===== config.mk =====
export PLATFORM = sky130hd
export DESIGN_NAME = dfr_matrix_multiply_flat
export DESIGN_NICKNAME = d
export VERILOG_FILES = /design/src/rtl/dfr_matrix_multiply_if.sv /design/src/rtl/dfr_matrix_multiply.sv /design/src/flat_wrapper.sv
export SDC_FILE = /design/constraint.sdc
export NUM_CORES = 2
export LEC_CHECK = 0
export CAP_MARGIN = 30
export CORE_ASPECT_RATIO = 0.7
export CORE_MARGIN = 2
export CORE_UTILIZATION = 55
export CTS_CLUSTER_SIZE = 25
export DETAILED_ROUTE_END_ITERATION = 6
export HOLD_SLACK_MARGIN = 0.06
export PLACE_DENSITY_LB_ADDON = 0.12
export SLEW_MARGIN = 20
export SYNTH_ARGS = -nofsm -noshare
export SYNTH_HDL_FRONTEND = slang
export SYNTH_SLANG_ARGS = --single-unit

===== constraint.sdc =====
create_clock -name clk -period 15.8 [get_ports clk]
set_input_delay 3.16 -clock clk [delete_from_list [all_inputs] [get_ports clk]]
set_output_delay 3.16 -clock clk [all_outputs]
set_load 0.005 [all_outputs]

===== src/rtl/dfr_matrix_multiply_if.sv =====
// Memory/handshake bundle for dfr_matrix_multiply.
// slave  : the multiplier (drives addresses, Z write port and busy).
// master : the controller/RAM side (drives start and the X/Y read data).
interface dfr_matrix_multiply_if #(
  parameter int ADDR_WIDTH = 32,
  parameter int DATA_WIDTH = 32
) ();
  logic                  start;
  logic                  busy;
  logic [ADDR_WIDTH-1:0] x_addr;
  logic [DATA_WIDTH-1:0] x_data;
  logic [ADDR_WIDTH-1:0] y_addr;
  logic [DATA_WIDTH-1:0] y_data;
  logic [ADDR_WIDTH-1:0] z_addr;
  logic [DATA_WIDTH-1:0] z_data;
  logic                  z_wen;

  modport slave (
    input  start, x_data, y_data,
    output busy, x_addr, y_addr, z_addr, z_data, z_wen
  );

  modport master (
    output start, x_data, y_data,
    input  busy, x_addr, y_addr, z_addr, z_data, z_wen
  );
endinterface


===== src/rtl/dfr_matrix_multiply.sv =====
// Sequential fixed-point matrix multiplier Z = X * Y for the DFR output layer.
// One multiply-accumulate per FETCH/ACCUM pair against 1-cycle-latency RAMs.
// Build option: define DFR_MATRIX_MULTIPLY_SATURATE_EN to clamp results to the
// signed DATA_WIDTH range; otherwise results wrap to the low DATA_WIDTH bits.
//
// state   | meaning
// --------+-----------------------------------------------------------
// S_IDLE  | waiting for start, busy low
// S_FETCH | x_addr/y_addr presented for (i,k),(k,j)
// S_ACCUM | RAM data valid, acc += x*y, step k or go write
// S_WRITE | z_wen high for Z[i][j], step j/i or finish
module dfr_matrix_multiply #(
  parameter int ADDR_WIDTH    = 32,
  parameter int DATA_WIDTH    = 32,
  parameter int X_ROWS        = 5,
  parameter int Y_COLS        = 5,
  parameter int X_COLS_Y_ROWS = 5,
  parameter int FRAC_BITS     = 0
) (
  input  logic                  clk,
  input  logic                  rst,
  dfr_matrix_multiply_if.slave  mm
);

  // Guard bits cover K full-scale products plus sign, so acc cannot overflow.
  localparam int ACC_W = 2*DATA_WIDTH + $clog2(X_COLS_Y_ROWS) + 1;

  typedef enum logic [1:0] {S_IDLE, S_FETCH, S_ACCUM, S_WRITE} state_t;

  state_t                  state_q, state_d;
  logic                    busy_q, busy_d;
  logic [31:0]             i_q, i_d, j_q, j_d, k_q, k_d;
  logic [ADDR_WIDTH-1:0]   x_addr_q, x_addr_d;
  logic [ADDR_WIDTH-1:0]   y_addr_q, y_addr_d;
  logic [ADDR_WIDTH-1:0]   z_addr_q, z_addr_d;
  logic [ADDR_WIDTH-1:0]   z_cnt_q, z_cnt_d;
  logic [DATA_WIDTH-1:0]   z_data_q, z_data_d;
  logic                    z_wen_q, z_wen_d;
  logic signed [ACC_W-1:0] acc_q, acc_d;

  logic signed [2*DATA_WIDTH-1:0] prod;
  logic signed [ACC_W-1:0]        acc_sum;
  logic signed [ACC_W-1:0]        acc_sh;
  logic [DATA_WIDTH-1:0]          z_scaled;

  assign prod    = $signed(mm.x_data) * $signed(mm.y_data);
  assign acc_sum = acc_q + $signed({{(ACC_W-2*DATA_WIDTH){prod[2*DATA_WIDTH-1]}}, prod});
  assign acc_sh  = acc_sum >>> FRAC_BITS;

`ifdef DFR_MATRIX_MULTIPLY_SATURATE_EN
  localparam logic signed [ACC_W-1:0] SAT_MAX =
    {{(ACC_W-DATA_WIDTH+1){1'b0}}, {(DATA_WIDTH-1){1'b1}}};
  localparam logic signed [ACC_W-1:0] SAT_MIN =
    {{(ACC_W-DATA_WIDTH+1){1'b1}}, {(DATA_WIDTH-1){1'b0}}};

  // Clamp the scaled sum into the signed result range.
  always_comb begin
    z_scaled = DATA_WIDTH'(acc_sh);
    if (acc_sh > SAT_MAX)      z_scaled = SAT_MAX[DATA_WIDTH-1:0];
    else if (acc_sh < SAT_MIN) z_scaled = SAT_MIN[DATA_WIDTH-1:0];
  end
`else
  assign z_scaled = DATA_WIDTH'(acc_sh);
`endif

  // Next-state and datapath: addresses are stepped incrementally so no
  // run-time multipliers are needed for i*K+k, k*C+j or i*C+j.
  always_comb begin
    state_d  = state_q;
    busy_d   = busy_q;
    i_d      = i_q;
    j_d      = j_q;
    k_d      = k_q;
    x_addr_d = x_addr_q;
    y_addr_d = y_addr_q;
    z_addr_d = z_addr_q;
    z_cnt_d  = z_cnt_q;
    z_data_d = z_data_q;
    z_wen_d  = 1'b0;
    acc_d    = acc_q;

    case (state_q)
      S_IDLE: begin
        if (mm.start) begin
          state_d  = S_FETCH;
          busy_d   = 1'b1;
          i_d      = '0;
          j_d      = '0;
          k_d      = '0;
          acc_d    = '0;
          x_addr_d = '0;
          y_addr_d = '0;
          z_cnt_d  = '0;
        end
      end
      S_FETCH: begin
        state_d = S_ACCUM;
      end
      S_ACCUM: begin
        acc_d = acc_sum;
        if (k_q == X_COLS_Y_ROWS-1) begin
          // Z word is registered here so it is stable for the whole WRITE cycle.
          state_d  = S_WRITE;
          z_wen_d  = 1'b1;
          z_data_d = z_scaled;
          z_addr_d = z_cnt_q;
        end else begin
          state_d  = S_FETCH;
          k_d      = k_q + 32'd1;
          x_addr_d = x_addr_q + ADDR_WIDTH'(1);
          y_addr_d = y_addr_q + ADDR_WIDTH'(Y_COLS);
        end
      end
      S_WRITE: begin
        acc_d   = '0;
        k_d     = '0;
        z_cnt_d = z_cnt_q + ADDR_WIDTH'(1);
        if (j_q < Y_COLS-1) begin
          state_d  = S_FETCH;
          j_d      = j_q + 32'd1;
          x_addr_d = x_addr_q - ADDR_WIDTH'(X_COLS_Y_ROWS-1);
          y_addr_d = ADDR_WIDTH'(j_q + 32'd1);
        end else if (i_q < X_ROWS-1) begin
          state_d  = S_FETCH;
          j_d      = '0;
          i_d      = i_q + 32'd1;
          x_addr_d = x_addr_q + ADDR_WIDTH'(1);
          y_addr_d = '0;
        end else begin
          state_d = S_IDLE;
          busy_d  = 1'b0;
        end
      end
      default: begin
        state_d = S_IDLE;
        busy_d  = 1'b0;
      end
    endcase
  end

  // State and datapath registers with synchronous reset.
  always_ff @(posedge clk) begin
    if (rst) begin
      state_q  <= S_IDLE;
      busy_q   <= 1'b0;
      i_q      <= '0;
      j_q      <= '0;
      k_q      <= '0;
      x_addr_q <= '0;
      y_addr_q <= '0;
      z_addr_q <= '0;
      z_cnt_q  <= '0;
      z_data_q <= '0;
      z_wen_q  <= 1'b0;
      acc_q    <= '0;
    end else begin
      state_q  <= state_d;
      busy_q   <= busy_d;
      i_q      <= i_d;
      j_q      <= j_d;
      k_q      <= k_d;
      x_addr_q <= x_addr_d;
      y_addr_q <= y_addr_d;
      z_addr_q <= z_addr_d;
      z_cnt_q  <= z_cnt_d;
      z_data_q <= z_data_d;
      z_wen_q  <= z_wen_d;
      acc_q    <= acc_d;
    end
  end

  assign mm.busy   = busy_q;
  assign mm.x_addr = x_addr_q;
  assign mm.y_addr = y_addr_q;
  assign mm.z_addr = z_addr_q;
  assign mm.z_data = z_data_q;
  assign mm.z_wen  = z_wen_q;

endmodule


===== src/flat_wrapper.sv =====
// flat-port wrapper written by rule: the top's interface ports become plain ports
module dfr_matrix_multiply_flat 
#(
  parameter int ADDR_WIDTH    = 32,
  parameter int DATA_WIDTH    = 32,
  parameter int X_ROWS        = 5,
  parameter int Y_COLS        = 5,
  parameter int X_COLS_Y_ROWS = 5,
  parameter int FRAC_BITS     = 0
)
  (clk, rst, mm_start, mm_x_data, mm_y_data, mm_busy, mm_x_addr, mm_y_addr, mm_z_addr, mm_z_data, mm_z_wen);
  dfr_matrix_multiply_if #(.ADDR_WIDTH(ADDR_WIDTH), .DATA_WIDTH(DATA_WIDTH)) mm_i ();
  input  logic clk;
  input  logic rst;
  input wire logic [$bits(mm_i.start)-1:0] mm_start;
  input wire logic [$bits(mm_i.x_data)-1:0] mm_x_data;
  input wire logic [$bits(mm_i.y_data)-1:0] mm_y_data;
  output wire logic [$bits(mm_i.busy)-1:0] mm_busy;
  output wire logic [$bits(mm_i.x_addr)-1:0] mm_x_addr;
  output wire logic [$bits(mm_i.y_addr)-1:0] mm_y_addr;
  output wire logic [$bits(mm_i.z_addr)-1:0] mm_z_addr;
  output wire logic [$bits(mm_i.z_data)-1:0] mm_z_data;
  output wire logic [$bits(mm_i.z_wen)-1:0] mm_z_wen;
  assign mm_i.start = mm_start;
  assign mm_i.x_data = mm_x_data;
  assign mm_i.y_data = mm_y_data;
  assign mm_busy = mm_i.busy;
  assign mm_x_addr = mm_i.x_addr;
  assign mm_y_addr = mm_i.y_addr;
  assign mm_z_addr = mm_i.z_addr;
  assign mm_z_data = mm_i.z_data;
  assign mm_z_wen = mm_i.z_wen;
  dfr_matrix_multiply #(.ADDR_WIDTH(ADDR_WIDTH), .DATA_WIDTH(DATA_WIDTH), .X_ROWS(X_ROWS), .Y_COLS(Y_COLS), .X_COLS_Y_ROWS(X_COLS_Y_ROWS), .FRAC_BITS(FRAC_BITS)) u_core (.clk(clk), .rst(rst), .mm(mm_i));
endmodule

* Word level (Yosys, flattened, before mapping)
Cells that the tools add are included.
** Word-level totals
- Flip-flop bits (word level) :: 328
- Bits of input ports :: 67
- Output and inout bits :: 130
- Logic and storage cells :: 74
** Operators by class
- Add/sub/neg operators :: 8
- Multiply operators :: 1
- $lt $le $gt $ge :: 2
- Equal/unequal tests :: 10
- Multiplexer cells :: 28
- Bitwise operators :: 1
- Reduce and logical (&&, ||, !) cells :: 12
** Operators with widths (count)
- 32-bit two-way mux :: 10
- 32-bit one-hot mux with 3 select lines :: 3
- 68-bit one-hot mux with 3 select lines :: 1
- 32-bit one-hot mux with 2 select lines :: 3
- 32-bit by 1-bit adder with 32-bit output (second input constant) :: 5
- 68-bit by 64-bit adder with 68-bit output :: 1
- 68-bit two-way mux :: 1
- 32-bit by 3-bit less-than comparator with 1-bit output (second input constant) :: 2
- 32-bit by 32-bit multiplier with 64-bit output :: 1
- 32-bit by 3-bit adder with 32-bit output (second input constant) :: 1
- 32-bit by 3-bit equality test with 1-bit output (second input constant) :: 1
- 32-bit by 3-bit subtractor with 32-bit output (second input constant) :: 1
- 4-bit AND reduction :: 3
- 2-bit inequality test (second input constant) :: 4
- 2-bit one-hot mux with 4 select lines :: 1
- 2-bit two-way mux :: 3
- 2-bit AND reduction :: 3
- 3-bit AND reduction :: 2
- 1-bit two-way mux :: 5
- 2-bit equality test (second input constant) :: 2
- 3-bit by 1-bit inequality test with 1-bit output (second input constant) :: 1
- 3-bit nonzero test :: 1
- 2-bit by 1-bit equality test with 1-bit output (second input constant) :: 1
- 2-bit logical NOT :: 1
- other kinds (5) :: 5

* Logic depth before layout (Yosys ltp)
- Depth in word-level cells :: 4
- Mapped depth :: 28
- Mapped depth without buffers :: 26

* Least setup slack after synthesis
No wires, ideal clock.
- Kind :: input to register
- Start :: input port mm_x_data[13]
- End :: register u_core.acc_q[30]
- Setup time :: 128 ps
- Data arrival time :: 9696 ps
- Required time :: 15672 ps
- Slack :: 5976 ps
- Cell stages on the path :: 25
- Path buffers :: 2
- Cells stage by stage :: clkbuf_1 -> clkbuf_1 -> and2_1 -> fa_1 -> fa_1 -> fa_1 -> inv_1 -> fa_1 -> inv_1 -> fa_1 -> fa_1 -> fa_1 -> inv_1 -> fa_1 -> inv_1 -> ha_1 -> a21o_1 -> a21o_1 -> a21oi_1 -> o221ai_1 -> a211oi_1 -> o21ai_0 -> xor2_1 -> a22oi_1 -> nor2_1
** On the way
- Longest elaborated chain between the ends :: 3
** Ends and longest elaborated chain
- from (decl) :: RTL line flat_wrapper.sv:16 : input wire logic [$bits(mm_i.x_data)-1:0] mm_x_data;
- 32-bit by 32-bit multiplier with 64-bit output :: RTL line dfr_matrix_multiply.sv:46 : assign prod = $signed(mm.x_data) * $signed(mm.y_data);
- 68-bit by 64-bit adder with 68-bit output :: RTL line dfr_matrix_multiply.sv:47 : assign acc_sum = acc_q + $signed({{(ACC_W-2*DATA_WIDTH){prod[2*DATA_WIDTH-1]}}, prod});
- 68-bit one-hot mux with 3 select lines :: RTL line dfr_matrix_multiply.sv:82 : case (state_q)
- to (signal assigned) :: RTL line dfr_matrix_multiply.sv:155 : acc_q <= '0;
- to (signal assigned) :: RTL line dfr_matrix_multiply.sv:168 : acc_q <= acc_d;
- to (decl) :: RTL line dfr_matrix_multiply.sv:39 : logic signed [ACC_W-1:0] acc_q, acc_d;
Every way passes these cells.
A chain may end at the register's enable or synchronous reset.

* Worst setup path after layout
Ends and elaborated chain as after synthesis.

==> results.json <==
{
  "min_from": "u_core.mm.z_addr[3]$_SDFFE_PP0P_",
  "port_buffers": 196,
  "root_buffer": "clkbuf_16",
  "finalSetupTns_ns": 0,
  "start_kind": "primary input",
  "drive_gt1_frac": 0.0294,
  "required_ns": 16.22,
  "cap_violations": 0,
  "vias": 24400,
  "ys_types": 72,
  "synth_top_area_frac": 0.293,
  "ys_async_sr_fraction": 0,
  "yosys_warnings": 0,
  "dr.pass1.iters": 5,
  "whs_path_depth": 2,
  "cts.sinks": 292,
  "avgSynthCellArea_um2": 8.53,
  "clk_pin_slew_ns": 0.07,
  "place_hpwl_mm": 63.6,
  "fp-row-count": 71,
  "worst-setup-path-type": "primary input to flop",
  "finalMaxSlewViolations": 0,
  "fp.dieW_um": 283,
  "io-pin-count": 197,
  "core_mm2": 0.0537,
  "cts_tree": "yes",
  "r2r_start": "u_core.acc_q[25]$_SDFFE_PP0P_",
  "synth_area_mm2": 0.0299,
  "postCtsHoldBufs": 0,
  "period_share": 0.690,
  "antenna_found_initial": 1,
  "ys_seq_area_frac": 0.196,
  "syn-instance-count": 3504,
  "fmax_mhz": 91.7,
  "clk_latency_ns": 0.54,
  "hold_viol_final": 0,
  "cts_buffers": 25,
  "finalSetupViolations": 0,
  "routed_wl_mm": 83.1,
  "slew_headroom": 0.315,
  "cp_data_arrival_time_ns": 11.32,
  "rrSetupSlack_ns": 8.59,
  "synth_largest_area_cell": "fa_1",
  "floorplan.initialDensity": 0.556,
  "synth_commonest_cells": "inv_1, fa_1, nand2_1",
  "grt_pass1_wl_mm": 134,
  "area_growth_syn_to_layout_pct": 11.6,
  "synth_edf_count": 0,
  "rr_endpoint": "u_core.acc_q[29]$_SDFFE_PP0P_",
  "fin_crit_ns": 10.90,
  "drc": 0,
  "clockBufferDepth": 3,
  "nets": 4257,
  "syn-num-nets": 4173,
  "yosys.cell_count.top_type": "inv_1",
  "h-tree-depth": 1,
  "synthFlopType": "dfxtp_1",
  "dieArea_mm2": 0.0563,
  "outcome": "complete, no violations",
  "die_h_um": 199,
  "rsz0062_at_grt": "false",
  "cp_max_fo": 19,
  "grt_pass1_vias": 24400,
  "hold_path_class": "flop to flop",
  "grt_usage": 0.303,
  "clock_skew_ns": 0.0230,
  "cts-resized-gates": 0,
  "ys_ff_latch": 292,
  "wl_per_cell_um": 19.2,
  "globalplace.congestion": 0.883,
  "post_cts_buffers": 0,
  "grt.overflow.total": 0,
  "grt_max_degree": 85,
  "hold_end": "u_core.mm.z_addr[3]$_SDFFE_PP0P_",
  "antennaDiodeCount": 0,
  "via_per_inst": 5.62,
  "reg2reg_depth": 24,
  "drt.antenna.violating_nets": 0,
  "drt-initial-drc-count": 1918,
  "synthTopCellsByArea": "fa_1, dfxtp_1, and2_1",
  "worst_pin_slew_ns": 1.02,
  "worstSetupEndpointType": "flop"
}
final cells by class:
cell class,instances,area (um2)
Multi-Input combinational cell,2478,21300
Fill cell,4627,20400
Sequential cell,292,5850
Timing Repair Buffer,239,2370
Inverter,552,2070
Tap cell,730,913
Clock buffer,34,729
Clock inverter,9,148
state kept, by name (all words and copies together), names as in the netlist:
register	flops
u_core.mm.y_addr	32
u_core.j_q	32
u_core.mm.z_addr	32
u_core.z_cnt_q	32
u_core.mm.z_wen	1
u_core.k_q	32
u_core.i_q	32
u_core.mm.x_addr	32
u_core.mm.z_data	32
u_core.state_q	2
u_core.mm.busy	1
u_core.acc_q	32
how the worst max path moves through the flow:
stage | to | from | depth (start not counted) | slack (ns)
floorplan | u_core.acc_q[30]$_SDFFE_PP0P_ | mm_x_data[13] | 25 | 5.98
global placement | u_core.acc_q[29]$_SDFFE_PP0P_ | mm_x_data[5] | 24 | 4.54
detailed placement | u_core.acc_q[29]$_SDFFE_PP0P_ | mm_x_data[7] | 26 | 4.48
CTS | u_core.acc_q[29]$_SDFFE_PP0P_ | mm_x_data[7] | 26 | 5.03
global route | u_core.acc_q[29]$_SDFFE_PP0P_ | mm_y_data[13] | 26 | 4.67
finish | u_core.acc_q[30]$_SDFFE_PP0P_ | mm_x_data[13] | 23 | 4.90
cells in the final DEF, fill, tap and decap left out, types with 33 or more instances in the layout:
| cell type | Yosys | final |
|---|---|---|
| nor3_1 | 47 | 47 |
| o21ai_0 | 78 | 77 |
| fa_1 | 438 | 438 |
| nor2_1 | 214 | 212 |
| nand2_1 | 425 | 424 |
| clkdlybuf4s50_1 | 0 | 194 |
| ha_1 | 164 | 164 |
| nand3_1 | 66 | 66 |
| inv_1 | 551 | 551 |
| xnor2_1 | 81 | 81 |
| dfxtp_1 | 292 | 292 |
| and2_1 | 387 | 387 |
| buf_4 | 1 | 33 |
| a21oi_1 | 182 | 182 |
| xor2_1 | 68 | 68 |
cell families after synthesis:
kind of cell,Yosys count,synth area share
simple gates,1308,0.220
buf+inv,734,0.0929
fa+ha+maj,602,0.362
compound gates,412,0.0824
flops,292,0.196
xor+xnor,151,0.0452
mux,5,0.00176
critical path, cell delays in order:
cell	delay, ns
clkdlybuf4s50_1	0.93
and2_1	0.45
fa_1	0.52
fa_1	0.56
inv_1	0.06
fa_1	0.54
fa_1	0.44
fa_1	0.53
inv_1	0.05
ha_1	0.31
fa_1	0.54
inv_1	0.05
fa_1	0.53
inv_1	0.04
ha_1	0.37
and4_1	0.24
a221oi_1	0.47
o221ai_1	0.39
a211oi_1	0.50
o21ai_0	0.19
xor2_1	0.18
a22oi_1	0.17
nor2_1	0.06
metal layers:
layer	vias up	routed length, um	track usage
met5	-	0	0
met4	0	1740	0.0658
met3	122	7000	0.0603
met2	909	36500	0.454
met1	12200	37900	0.453
li1	11100	-	-
through the flow:
step	util	worst slack [ns]	std cells	area, um2	hold WS (ns)
after CTS	0.620	5.03	4331	33300	0.455
after global routing	0.621	4.67	4334	33400	0.473
after detailed placement	0.604	4.48	4288	32400	0.444
final	0.621	4.90	4334	33400	0.456
after floorplan	-	5.98	3504	29900	0.430
after global placement	0.601	4.54	4281	32300	0.441
Power is left out: the tool's default activity adds up to more than one toggle a clock period on the data nets, which glitch-free logic cannot reach.
